### config.mk
export PLATFORM = sky130hd
export DESIGN_NAME = vend_sequencer
export DESIGN_NICKNAME = d
export VERILOG_FILES = /design/src/rtl/vend_sequencer.sv
export SDC_FILE = /design/constraint.sdc
export NUM_CORES = 1
export LEC_CHECK = 0
export BUFFER_PORTS_ARGS = -buffer_cell sky130_fd_sc_hd__buf_2
export CAP_MARGIN = 25
export CORE_ASPECT_RATIO = 1.25
export CORE_MARGIN = 5
export CORE_UTILIZATION = 38
export CTS_CLUSTER_DIAMETER = 150
export DETAILED_ROUTE_END_ITERATION = 16
export PLACE_DENSITY_LB_ADDON = 0.15
export SLEW_MARGIN = 30
export SYNTH_ARGS = -nofsm -noshare
export SYNTH_HDL_FRONTEND = slang
export SYNTH_SLANG_ARGS = --single-unit
### constraint.sdc
create_clock -name clk50m -period 6.5 [get_ports clk50m]
set_clock_uncertainty 0.1 [all_clocks]
set_input_delay 0.975 -clock clk50m [delete_from_list [all_inputs] [get_ports clk50m]]
set_output_delay 0.975 -clock clk50m [all_outputs]
set_load 0.02 [all_outputs]
### src/rtl/vend_sequencer.sv
// Credit-and-dispense controller for the farthing/ha'penny/penny vending machine.
// Accumulates coin credit, requests a vend, then pays change one coin per handshake.
module vend_sequencer #(
   parameter int unsigned PRICE       = 4,
   parameter int unsigned CREDIT_MAX  = 15,
   parameter int unsigned ACK_TIMEOUT = 1023
) (
   input  logic       clk50m,
   input  logic       res,
   input  logic [2:0] coin,
   input  logic       cancel,
   input  logic       vend_ack,
   input  logic       hap_ack,
   input  logic       far_ack,
   output logic [3:0] credit,
   output logic       vend_req,
   output logic       hap_req,
   output logic       far_req,
   output logic       coin_reject,
   output logic       busy,
   output logic       fault,
   output logic [2:0] state
);

   typedef enum logic [2:0] {
      StIdle  = 3'd0,
      StVend  = 3'd1,
      StChg   = 3'd2,
      StGap   = 3'd3,
      StFault = 3'd4
   } state_e;

   localparam int unsigned     CntW      = $clog2(ACK_TIMEOUT + 1);
   localparam logic [4:0]      CreditMax = 5'(CREDIT_MAX);
   localparam logic [3:0]      Price     = 4'(PRICE);
   localparam logic [CntW-1:0] CntLast   = CntW'(ACK_TIMEOUT - 1);

   state_e          state_q, state_d;
   logic [3:0]      credit_q, credit_d;
   logic [CntW-1:0] cnt_q, cnt_d;
   logic            coin_reject_q, coin_reject_d;

   logic [2:0] win_bit;
   logic [2:0] win_val;
   logic [4:0] credit_sum;
   logic       credited;
   logic       vend_req_c, hap_req_c, far_req_c, req_any, timeout;

   // Penny beats ha'penny beats farthing; losers are always returned.
   always_comb begin
      win_bit = 3'b000;
      win_val = 3'd0;
      if (coin[0]) begin
         win_bit = 3'b001;
         win_val = 3'd4;
      end else if (coin[1]) begin
         win_bit = 3'b010;
         win_val = 3'd2;
      end else if (coin[2]) begin
         win_bit = 3'b100;
         win_val = 3'd1;
      end
   end

   assign credit_sum = {1'b0, credit_q} + {2'b00, win_val};

   always_comb begin
      state_d    = state_q;
      credit_d   = credit_q;
      cnt_d      = cnt_q;
      credited   = 1'b0;
      vend_req_c = (state_q == StVend);
      hap_req_c  = (state_q == StChg) && (credit_q >= 4'd2);
      far_req_c  = (state_q == StChg) && (credit_q == 4'd1);
      req_any    = vend_req_c | hap_req_c | far_req_c;
      timeout    = req_any && (cnt_q == CntLast);

      case (state_q)
         StIdle: begin
            if (cancel && (credit_q != 4'd0)) begin
               state_d = StChg;
            end else if (credit_q >= Price) begin
               state_d = StVend;
            end else if ((win_bit != 3'b000) && (credit_sum <= CreditMax)) begin
               credit_d = credit_sum[3:0];
               credited = 1'b1;
            end
         end
         StVend: begin
            if (vend_ack) begin
               credit_d = credit_q - Price;
               state_d  = (credit_q == Price) ? StIdle : StChg;
            end else if (timeout) begin
               state_d = StFault;
            end
         end
         StChg: begin
            // An ack from the hopper that is not being asked is dropped.
            if (hap_req_c && hap_ack) begin
               credit_d = credit_q - 4'd2;
               state_d  = StGap;
            end else if (far_req_c && far_ack) begin
               credit_d = credit_q - 4'd1;
               state_d  = StGap;
            end else if (timeout) begin
               state_d = StFault;
            end
         end
         StGap:   state_d = (credit_q != 4'd0) ? StChg : StIdle;
         StFault: state_d = StFault;
         default: state_d = StIdle;
      endcase

      // Each VEND/CHG entry gets a fresh timeout window.
      if (((state_d == StVend) || (state_d == StChg)) && (state_d != state_q)) begin
         cnt_d = '0;
      end else if (req_any) begin
         cnt_d = cnt_q + 1'b1;
      end

      coin_reject_d = |(coin & ~(credited ? win_bit : 3'b000));
   end

   always_ff @(posedge clk50m) begin
      if (res) begin
         state_q       <= StIdle;
         credit_q      <= 4'd0;
         cnt_q         <= '0;
         coin_reject_q <= 1'b0;
      end else begin
         state_q       <= state_d;
         credit_q      <= credit_d;
         cnt_q         <= cnt_d;
         coin_reject_q <= coin_reject_d;
      end
   end

   assign credit      = credit_q;
   assign vend_req    = vend_req_c;
   assign hap_req     = hap_req_c;
   assign far_req     = far_req_c;
   assign coin_reject = coin_reject_q;
   assign busy        = (state_q != StIdle);
   assign fault       = (state_q == StFault);
   assign state       = state_q;

endmodule

-- After elaboration in Yosys (flattened, before gate mapping)
Cells that the tools add are included.
- flip-flop bits (word level): 18
- logic and storage cells: 75
- add/sub/neg operators: 5
- $lt $le $gt $ge: 3
- equality and inequality tests: 15
- multiplexer cells: 27
- bitwise operators: 4
- reduce and logical (&&, ||, !) cells: 17
- operator list (kind ; number):
    $mux W3 ; 11
    $mux W4 ; 6
    $pmux W3 S5 ; 1
    $pmux W4 S3 ; 1
    $add A10 B1 Y10 const B ; 1
    $eq A10 B10 Y1 const B ; 1
    $eq A3 B2 Y1 const B ; 3
    $reduce_bool A3 Y1 ; 3
    $logic_and A1 B1 Y1 ; 8
    $ne A2 B2 Y1 const B ; 4
    $eq A3 B1 Y1 const B ; 2
    $mux W2 ; 3
    $reduce_and A6 Y1 ; 1
    $add A4 B3 Y5 ; 1
    $le A5 B4 Y1 const B ; 1
    $mux W1 ; 5
    $eq A4 B1 Y1 const B ; 1
    $eq A4 B3 Y1 const B ; 1
    $ge A4 B2 Y1 const B ; 1
    $ge A4 B3 Y1 const B ; 1
    $reduce_bool A4 Y1 ; 1
    $sub A4 B1 Y4 const B ; 1
    $sub A4 B2 Y4 const B ; 1
    $sub A4 B3 Y4 const B ; 1
    other kinds (10) ; 11

-- Logic depth before layout (Yosys ltp)
- depth in word-level cells: 14
- depth in mapped cells: 8
- gate-level depth less buffers: 8

-- Worst setup path after synthesis
No wires, ideal clock.
- kind: input to register
- start: input port coin[2]
- end: register credit_q[0] (netlist: credit[0])
- setup time: 0.070 ns
- data arrival time: 2.744 ns
- data required time: 6.330 ns
- setup slack: 3.586 ns
- stages on the path: 8
- buffers on the path: 0
- cells stage by stage: nor3b_1 ha_1 fa_1 a21o_1 a21oi_2 a21boi_2 or4_1 a21oi_1
- word-level cells in the longest chain between the ends: 8
- elaborated cells on any way between the ends: 16
- ends and longest elaborated chain (element ; RTL line ; RTL):
    start, declared ; 10 ; input logic [2:0] coin,
    $mux W1 ; 59 ; end else if (coin[2]) begin
    $mux W2 ; 56 ; end else if (coin[1]) begin
    $mux W3 ; 53 ; if (coin[0]) begin
    $add A4 B3 Y5 ; 65 ; assign credit_sum = {1'b0, credit_q} + {2'b00, win_val};
    $le A5 B4 Y1 / $mux W4 (equally long branches) ; 84 ; end else if ((win_bit != 3'b000) && (credit_sum <= CreditMax)) begin
    $logic_and A1 B1 Y1 / $mux W4 (equally long branches) ; 84, 82 ;
    $ne A2 B2 Y1 (no source line) / $mux W4 (equally long branches) ; - ;
    $reduce_and A6 Y1 (no source line) / $pmux W4 S3 (equally long branches) ; - ;
    end signal, assigned ; 132 ; credit_q <= credit_d;
    end, declared ; 39 ; logic [3:0] credit_q, credit_d;
Parallel ways exist; a longest one is shown, timed or not. The select of a mux whose other input is x is not followed.
A chain may end at the register's enable or synchronous reset.

-- Worst setup path after layout
- start: register credit_q[0] (netlist: credit[0])
- end: output port hap_req
- word-level cells in the longest chain between the ends: 2
- ends and longest elaborated chain (element ; RTL line ; RTL):
    $ge A4 B2 Y1 ; 73 ; hap_req_c = (state_q == StChg) && (credit_q >= 4'd2);
    $logic_and A1 B1 Y1 ; 73 ;
    end, declared ; 17 ; output logic hap_req,
No other way between the ends.

==> qor.json <==
{
  "critical_path": {
    "worst_setup_path_startpoint": "credit[0]",
    "crit-reg2reg-launch": "credit[1]",
    "crit_path_end_kind": "output port",
    "critical_path_required_ns": 5.42,
    "worst-endpoint-arrival_ns": 1.85,
    "timing.critical_path.slowest_cell_delay_ns": 0.50,
    "timing.critical_path.slowest_stage_cell": "sky130_fd_sc_hd__dfxtp_1",
    "path_length_in_cells_of_the_critical_path": 5,
    "critical_path.cell_chain": "inv_1, ha_1, nor3b_1, nor2_1, buf_2",
    "cp.buffers_inverters": 2,
    "critical_path.startpoint_type": "flip-flop",
    "ff2ff_setup_slack_ns": 4.08,
    "worstSetupPathType": "reg2out",
    "r2r-end": "cnt_q[1]",
    "highest_net_fanout_along_the_worst_path": 8,
    "cp_top_family": "simple AND/OR/NAND/NOR gates",
    "worst_setup_path_endpoint": "hap_req",
    "worst_r2r_path_depth": 7
  },
  "floorplan": {
    "die_h_um": 77.4,
    "floorplan.io_pins": 22,
    "initial_utilization": 0.394,
    "placeableCoreArea_mm2": 0.00351,
    "placementRows": 24,
    "area_of_the_die_mm2": 0.00495,
    "chipWidth_um": 64.0
  },
  "layout": {
    "n_antenna_cell": 0,
    "fin_cells": 222,
    "leading_cell_type_in_the_layout_fill_and_taps_excluded": "sky130_fd_sc_hd__buf_2",
    "drive_gt1_frac": 0.164,
    "final_design_area_no_fill_mm2": 0.00155,
    "nets": 208,
    "fillCellCount": 365,
    "area.growth.synth_to_final_pct": 12.2,
    "mostFrequentLayoutCells": "sky130_fd_sc_hd__buf_2 (21), sky130_fd_sc_hd__dfxtp_1 (18), sky130_fd_sc_hd__nor2_1 (16)"
  },
  "synth": {
    "syn_area_mm2": 0.00138,
    "yosys.area_share.xor_xnor": 0.0760,
    "yosys_warnings": 0,
    "synth_edf_count": 0,
    "yosys-mux-area-fraction": 0.00724,
    "synth-adder-area-share": 0.141,
    "synthesized_flop_and_latch_total": 18,
    "simple_gate_area_share_of_the_yosys_netlist": 0.243,
    "ys_seq_area_frac": 0.261,
    "netlist_instances": 165,
    "synth_top_family_by_area": "simple AND/OR/NAND/NOR gates",
    "post-synth-top-area-fraction": 0.261,
    "synthTopCellsByArea": "sky130_fd_sc_hd__dfxtp_1 (26%), sky130_fd_sc_hd__ha_1 (13%), sky130_fd_sc_hd__xor2_1 (5.1%)",
    "synth-compound-area-share": 0.205,
    "syn_area_per_cell_um2": 8.38,
    "synth_area_leader_cell": "sky130_fd_sc_hd__dfxtp_1",
    "synth_cell_types": 47,
    "synth_top_flop_cell": "sky130_fd_sc_hd__dfxtp_1",
    "proportion_of_register_bits_with_asynchronous_set_or_reset_after_synthesis": 0,
    "synth_nets": 189
  },
  "routing": {
    "detail_route.first_pass.iterations": 4,
    "dr_total_vias": 1279,
    "detail-route-antenna-nets": 0,
    "wl_per_cell_um": 14.8,
    "drc": 0,
    "avgViaCountPerCell": 5.76,
    "drt_wl_total_mm": 3.28,
    "initialDrtViolationCount": 28
  },
  "clock_tree": {
    "htreeDepth": 1,
    "tritoncts_num_sinks": 18,
    "clk_path_buf_depth": 2,
    "clock_tree.root_cell": "sky130_fd_sc_hd__clkbuf_8",
    "numCtsBuffers": 3,
    "clock_latency_reported_for_the_late_side_of_the_worst_skew_pair_ns": 0.25,
    "cts_tree": "built",
    "cts.repair.resized": 0,
    "cts_post_setup_buffers_inserted": 0,
    "cts_hold_repair.buffers": 0,
    "clk_transition_reported_paths_ns": 0.07
  },
  "place": {
    "placedCellCount": 218,
    "gp_weighted_congestion": 0.853,
    "place_area_mm2": 0.00150,
    "post-dp-hpwl_mm": 2.60,
    "placement.io_buffers": 21,
    "detailedPlace.worstSlack_ns": 3.33
  },
  "power": {
    "power_per_cell_area_mw_per_mm2": 406,
    "design_power_total_mw": 0.630,
    "total_leakage_power_nw": 0.691,
    "vdd.ir_drop.worst_mv": 0.254
  },
  "global_route": {
    "grt_first_pass_wirelength_mm": 5.55,
    "grt.overflow.total": 0,
    "pin_count_of_the_biggest_net_entering_global_routing": 13,
    "track_usage": 0.137,
    "grt_pass1_vias": 1246,
    "antenna_found_initial": 0
  },
  "sta": {
    "max_clock_freq_ghz": 0.342,
    "number_of_failing_setup_endpoints_in_the_final_timing_report": 0,
    "min_period_over_period": 0.449,
    "slew_headroom": 0.491,
    "fin_setup_tns_ns": 0,
    "rsz0062_at_grt": "false",
    "worst_setup_slack_final_ns": 3.58,
    "worst_slew_pin_slew_ns": 0.762,
    "hold_violations": 0,
    "min_period_ns": 2.92,
    "maxSlewViolCount": 0
  },
  "run_status": {
    "status": "finished clean"
  },
  "min_path": {
    "timing.hold.worst.class": "reg2reg"
  },
  "job": {
    "cap_viol_max_count": 0
  }
}
stage by stage:
stage	utilization	hold WS [ns]
after floorplan	-	0.372
after global placement	0.426	0.392
after detailed placement	0.426	0.409
after CTS	0.442	0.426
after global routing	0.442	0.450
final	0.442	0.423
layer usage:
layer	share of wire	vias to the layer above	routed length, um	GRT usage
met1	0.44	603	1460	0.173
met4	0.0092	0	30	0.0312
li1	-	630	-	-
met3	0.043	8	141	0.0332
met5	0	-	0	0
met2	0.50	38	1650	0.233
cell families (layout without fill, tap and decap cells):
| logic type | Yosys count | after routing |
|---|---|---|
| simple gates | 62 | 62 |
| compound gates | 37 | 37 |
| buf+inv | 20 | 38 |
| flops | 18 | 18 |
| fa+ha+maj | 15 | 15 |
| xor+xnor | 12 | 12 |
| mux | 1 | 1 |
registers in the layout, indices dropped and copies added, names as in the netlist:
name and cells:
cnt_q 10, state 3, coin_reject 1, credit 4
power breakdown:
| part | switching (mW) | internal (mW) | total [mW] |
|---|---|---|---|
| clock network | 0.0372 | 0.0538 | 0.0910 |
| logic | 0.230 | 0.147 | 0.377 |
| registers | 0.0326 | 0.129 | 0.162 |
worst min-delay path by stage:
stage,start,end,depth (start not counted)
2_1_floorplan,cnt_q[8],cnt_q[8],2
3_5_place_dp,cnt_q[9],cnt_q[9],2
6_report,cnt_q[5],cnt_q[5],2
5_1_grt,cnt_q[9],cnt_q[9],2
3_3_place_gp,cnt_q[5],cnt_q[5],2
4_1_cts,cnt_q[5],cnt_q[5],2
final cells by class:
type                            instances  area (um^2)  area share
Timing Repair Buffer                   22          113      0.0726
Inverter                               12         45.0      0.0290
Tap cell                               39         48.8      0.0315
Clock buffer                            4         55.1      0.0355
Sequential cell                        18          360       0.232
Multi-Input combinational cell        127          930       0.599
worst register-to-register path: stages, from the launching register on:
cell	delay (ns)
sky130_fd_sc_hd__dfxtp_1	0.52
sky130_fd_sc_hd__inv_1	0.23
sky130_fd_sc_hd__ha_1	0.26
sky130_fd_sc_hd__nand2_1	0.11
sky130_fd_sc_hd__a21oi_4	0.09
sky130_fd_sc_hd__or2b_1	0.17
sky130_fd_sc_hd__or4b_1	0.64
sky130_fd_sc_hd__a211oi_1	0.23
synthesized netlist by cell type (all sizes together) (2+ instances only):
library cell and instances:
nor2b 2, and4 2, o31ai 4, a21o 3
a221oi 2, xnor2 4, a211oi 4, nor3 4
nor2 16, nor3b 3, nand2 10, buf 7
a21oi 8, o41ai 3, nand3 7, inv 12
a311oi 2, and3 5, or3b 3, nand4 3
xor2 8, ha 14, dfxtp 18, a31oi 2
Note: power is estimated with default switching activity, not from simulation.
